`src/rtl/seg7_to_bin.sv`:
```
// Decodes a (tens, ones) pair of active-high 7-segment patterns to BCD, then converts
// the BCD to a 7-bit binary value with a serial shift-right / subtract-3 engine.
module seg7_to_bin #(
    parameter bit LEADING_BLANK = 1'b1
) (
    input  logic       clk,
    input  logic       rst,
    input  logic       in_valid,
    output logic       in_ready,
    input  logic [6:0] seg_tens,
    input  logic [6:0] seg_ones,
    output logic       out_valid,
    input  logic       out_ready,
    output logic [6:0] bin,
    output logic [7:0] bcd,
    output logic       err
);

    localparam int unsigned SEG_W  = 7;
    localparam int unsigned DIG_W  = 4;
    localparam int unsigned BIN_W  = 7;
    localparam int unsigned BCD_W  = 8;
    localparam int unsigned WORK_W = BCD_W + BIN_W;
    localparam int unsigned CNT_W  = 3;
    localparam logic [CNT_W-1:0] LAST_ITER = CNT_W'(BIN_W - 1);

    typedef enum logic [1:0] {
        IDLE   = 2'd0,
        DECODE = 2'd1,
        SHIFT  = 2'd2,
        DONE   = 2'd3
    } state_t;

    state_t              state_q;
    logic [SEG_W-1:0]    tens_seg_q;
    logic [SEG_W-1:0]    ones_seg_q;
    logic [WORK_W-1:0]   work_q;
    logic [CNT_W-1:0]    cnt_q;
    logic [BIN_W-1:0]    bin_q;
    logic [BCD_W-1:0]    bcd_q;
    logic                err_q;
    logic                out_valid_q;

    logic [DIG_W:0]      dec_tens;
    logic [DIG_W:0]      dec_ones;
    logic                tens_ok;
    logic                ones_ok;
    logic [WORK_W-1:0]   work_shift;
    logic [WORK_W-1:0]   work_next;

    // Returns {valid, digit}; unknown patterns give valid=0, digit=0.
    function automatic logic [DIG_W:0] seg_decode(input logic [SEG_W-1:0] seg);
        case (seg)
            7'b1111110: seg_decode = {1'b1, 4'd0};
            7'b0110000: seg_decode = {1'b1, 4'd1};
            7'b1101101: seg_decode = {1'b1, 4'd2};
            7'b1111001: seg_decode = {1'b1, 4'd3};
            7'b0110011: seg_decode = {1'b1, 4'd4};
            7'b1011011: seg_decode = {1'b1, 4'd5};
            7'b1011111: seg_decode = {1'b1, 4'd6};
            7'b1110000: seg_decode = {1'b1, 4'd7};
            7'b1111111: seg_decode = {1'b1, 4'd8};
            7'b1111011: seg_decode = {1'b1, 4'd9};
            default:    seg_decode = '0;
        endcase
    endfunction

    // Pattern lookup and one step of the shift / correct engine.
    always_comb begin
        dec_tens   = seg_decode(tens_seg_q);
        dec_ones   = seg_decode(ones_seg_q);
        tens_ok    = dec_tens[DIG_W] | (LEADING_BLANK && (tens_seg_q == '0));
        ones_ok    = dec_ones[DIG_W];
        work_shift = work_q >> 1;
        work_next  = work_shift;
        if (work_shift[14:11] >= 4'd8) begin
            work_next[14:11] = work_shift[14:11] - 4'd3;
        end
        if (work_shift[10:7] >= 4'd8) begin
            work_next[10:7] = work_shift[10:7] - 4'd3;
        end
    end

    always_ff @(posedge clk) begin
        if (rst) begin
            state_q     <= IDLE;
            tens_seg_q  <= '0;
            ones_seg_q  <= '0;
            work_q      <= '0;
            cnt_q       <= '0;
            bin_q       <= '0;
            bcd_q       <= '0;
            err_q       <= 1'b0;
            out_valid_q <= 1'b0;
        end else begin
            case (state_q)
                IDLE: begin
                    if (in_valid) begin
                        tens_seg_q <= seg_tens;
                        ones_seg_q <= seg_ones;
                        state_q    <= DECODE;
                    end
                end
                DECODE: begin
                    bin_q <= '0;
                    cnt_q <= '0;
                    if (!(tens_ok && ones_ok)) begin
                        bcd_q       <= '0;
                        err_q       <= 1'b1;
                        out_valid_q <= 1'b1;
                        state_q     <= DONE;
                    end else begin
                        bcd_q   <= {dec_tens[DIG_W-1:0], dec_ones[DIG_W-1:0]};
                        err_q   <= 1'b0;
                        work_q  <= {dec_tens[DIG_W-1:0], dec_ones[DIG_W-1:0], BIN_W'(0)};
                        state_q <= SHIFT;
                    end
                end
                SHIFT: begin
                    work_q <= work_next;
                    cnt_q  <= cnt_q + CNT_W'(1);
                    if (cnt_q == LAST_ITER) begin
                        bin_q       <= work_next[BIN_W-1:0];
                        out_valid_q <= 1'b1;
                        state_q     <= DONE;
                    end
                end
                DONE: begin
                    if (out_ready) begin
                        out_valid_q <= 1'b0;
                        state_q     <= IDLE;
                    end
                end
                default: state_q <= IDLE;
            endcase
        end
    end

    assign in_ready  = (state_q == IDLE) && !rst;
    assign out_valid = out_valid_q;
    assign bin       = bin_q;
    assign bcd       = bcd_q;
    assign err       = err_q;

endmodule

```
`config.mk`:
```
export PLATFORM = sky130hd
export DESIGN_NAME = seg7_to_bin
export DESIGN_NICKNAME = d
export VERILOG_FILES = /design/src/rtl/seg7_to_bin.sv
export SDC_FILE = /design/constraint.sdc
export NUM_CORES = 1
export LEC_CHECK = 0
export CORE_ASPECT_RATIO = 0.75
export CORE_MARGIN = 2
export CORE_UTILIZATION = 50
export DETAILED_ROUTE_END_ITERATION = 7
export GPL_ROUTABILITY_DRIVEN = 0
export MAX_ROUTING_LAYER = met4
export PLACE_DENSITY = 0.74
export SLEW_MARGIN = 15
export SYNTH_ARGS = -nofsm -noshare
export SYNTH_HDL_FRONTEND = slang
export SYNTH_SLANG_ARGS = --single-unit
```
`constraint.sdc`:
```
create_clock -name clk -period 2.75 [get_ports clk]
set_input_delay 0.275 -clock clk [delete_from_list [all_inputs] [get_ports clk]]
set_output_delay 0.275 -clock clk [all_outputs]
set_load 0.05 [all_outputs]
```
==> metrics <==
outcome=finished, final reports clean; initial antenna violation count=0; most numerous cell in the Yosys netlist=nand2_1; Avg Cell Area, Syn=8.33 µm²; worst hold path endpoint=bcd[3]$_SDFFE_PP0P_; vias per std cell=5.69; FP Rows=22; GRT Util Overall=21.5%; cells taking the most area after synthesis=dfxtp_1 (40%), nand2_1 (8.0%), a21oi_1 (6.7%); Area Overhead vs Synth=19.4%; hold wc startpoint=bcd[3]$_SDFFE_PP0P_; Final Non-Filler Cells=395; Worst-Margin Slew=665 ps; endpoint class of the critical path=flip-flop; CTS root buf=clkbuf_8; antenna cell count=0; number of synthesized flops with an enable pin=0; number of global-route vias before repair=2067; PwrDens=705 mW/mm²; Syn. warnings=0; R2R Path End=state_q[0]$_SDFFE_PP0P_; Finished Cell Area=0.00302 mm²; fill cell total of the finished layout=440; CP dominant cell by count=a21oi_1; Routed Wire Length=5580 µm; prevailing post-synth register cell=dfxtp_1; syn nets=331; Final period util=80.3%; post-layout total power=2.13 mW; cell count after synthesis=304; Routed Antenna Nets=0; Vias=2248; CP Class=reg2reg; IO buf count=35; first-pass GRT wire length=9430 µm; #FFs+latches synth=50; share of the synthesized area in the top cell type=39.5%; Setup Skew=4.52 ps; Iter 0 DRT Violations=124; pin count of the biggest net entering global routing=45; crit start category=flip-flop; max cap viols=0; dpl hpwl=3980 µm; core area=0.00487 mm²; r2r startpoint=state_q[0]$_SDFFE_PP0P_; global routing usage on met1=29.4%; Hold-fix buffers, CTS=0; endpoints failing setup=0; Fin. Hold Viols=0; CP Buf/Inv Count=2; RSZ-0062 raised after global routing=false; Reg2Reg Setup Slack=540 ps; I/O Pins=36; fin crit period=2210 ps; # H-tree levels=2; Netlist cell types=62; data required time of the worst path=2920 ps; clock-pin slew on the worst setup and hold paths=90 ps; Fmax=453 MHz; CP top delay family=compound AO/OA/AOI/OAI gates; CTS resizes=0; insertion delay to the later sink of the worst-skew pair=300 ps; Num Clock Sinks=50; crit-path max cell delay=430 ps; First-pass DRT Iterations=4; Worst Path Max Fanout=16; postcts setup bufs=0; Async S/R FF share, synth=0%; NumNets Final=361; CTS tree=yes; Min-Delay Path Depth=2; share of layout cells above drive strength 1=8.96%; setup TNS=0 ps; Post-Place Cell Area=0.00293 mm²; Placed Instances=387; LEAKAGE=1.08 nW; Die Width=86.2 µm; CTS buffer count=5; starting density of the core=52.0%; # DRC=0; Seq/Total Area, Yosys=39.5%; Worst path slowest cell=ha_1; Worst slew margin=55.7%; worst hold path type=reg2reg; peak supply drop=572 µV; grt met3 use=4.65%; die area=0.00566 mm²; WL/cell=14.1 µm; met2 usage=32.1%; area leader, netlist=dfxtp_1; grt ovf=0; cells along the critical path=inv_1 -> ha_1 -> clkinv_1 -> a21oi_1 -> a21oi_1 -> o21ai_0 -> a2111oi_0 -> a211oi_1; CTS max path bufs=2; Reg2Reg Depth=8; critical path arrival=2380 ps; Slew Limit Fails=0; Mapped Area=0.00253 mm²; layer with the highest usage=met2; Post-synth top cells=nand2_1 (54), dfxtp_1 (50), a21oi_1 (34), nand3_1 (18), nor2_1 (18); Die Span Y=65.6 µm
-- routing by layer --
layer | vias to the layer above | part of all wire (%)
met1 | 1051 | 51
met3 | 4 | 4.7
li1 | 1141 | -
met4 | 0 | 0.86
met5 | - | 0
met2 | 52 | 44
-- area by class of cell --
type | instances | area (µm²) | share of cell area (%)
sequential | 50 | 1000 | 33.1
clock buffer | 7 | 86.3 | 2.86
multi-input combinational | 225 | 1410 | 46.7
timing repair buffer | 40 | 398 | 13.2
clock inverter | 1 | 5.00 | 0.166
inverter | 12 | 45.0 | 1.49
tap | 60 | 75.1 | 2.48
-- cells in the final DEF (no fill, tap or decap), types with 6 or more instances in the layout --
master,n
o21ai_0,8
a22o_1,6
clkdlybuf4s50_1,34
ha_1,9
clkbuf_8,6
nor2_1,18
nand3_1,18
nand2_1,54
a21oi_1,34
inv_1,10
dfxtp_1,50
nor3_1,6
-- worst max-delay path by stage --
stage                                       start                 endpoint  depth (start not counted)  slack (ps)
after detailed placement  state_q[0]$_SDFFE_PP0P_  state_q[0]$_SDFFE_PP0P_                          8         560
after global placement    state_q[0]$_SDFFE_PP0P_   out_valid$_SDFFE_PP0P_                          8         610
after global routing      state_q[0]$_SDFFE_PP0P_  state_q[0]$_SDFFE_PP0P_                          8         350
after floorplan           state_q[0]$_SDFFE_PP0P_   out_valid$_SDFFE_PP0P_                          7         850
final                     state_q[0]$_SDFFE_PP0P_  state_q[0]$_SDFFE_PP0P_                          8         540
after CTS                 state_q[0]$_SDFFE_PP0P_  state_q[0]$_SDFFE_PP0P_                          8         550
-- tightest hold or removal path, cell delays in order, from the launching register on --
cell and delay (ps):
dfxtp_1 320, nand2_1 60, a21oi_1 50
-- where the power goes --
group / switching, mW / total, mW / leakage [nW] / internal, mW
clock network: 0.243 / 0.446 / 0.0482 / 0.204
logic: 0.488 / 0.788 / 0.631 / 0.300
registers: 0.102 / 0.898 / 0.406 / 0.795
total: 0.833 / 2.13 / 1.08 / 1.30
-- kinds of logic after synthesis --
kind of cell / Yosys count / share of synthesized area (%)
buf+inv: 29 / 4.69
mux: 3 / 1.19
fa+ha+maj: 9 / 4.45
compound gates: 85 / 23.7
simple gates: 123 / 24.7
xor+xnor: 5 / 1.73
flops: 50 / 39.5
-- metrics by stage --
step / util, % / setup slack (ps) / hold WS, ps
after floorplan: - / 849 / 411
after global placement: 60.2 / 614 / 453
after detailed placement: 60.2 / 560 / 460
after CTS: 62.0 / 545 / 474
after global routing: 62.0 / 354 / 503
final: 62.0 / 542 / 470
-- registers in the layout (all words and copies together) (netlist names) --
signal      flops
err             1
tens_seg_q      7
work_q         14
state_q         2
out_valid       1
cnt_q           3
bcd             8
ones_seg_q      7
bin             7
(Power assumes the default switching activity.)
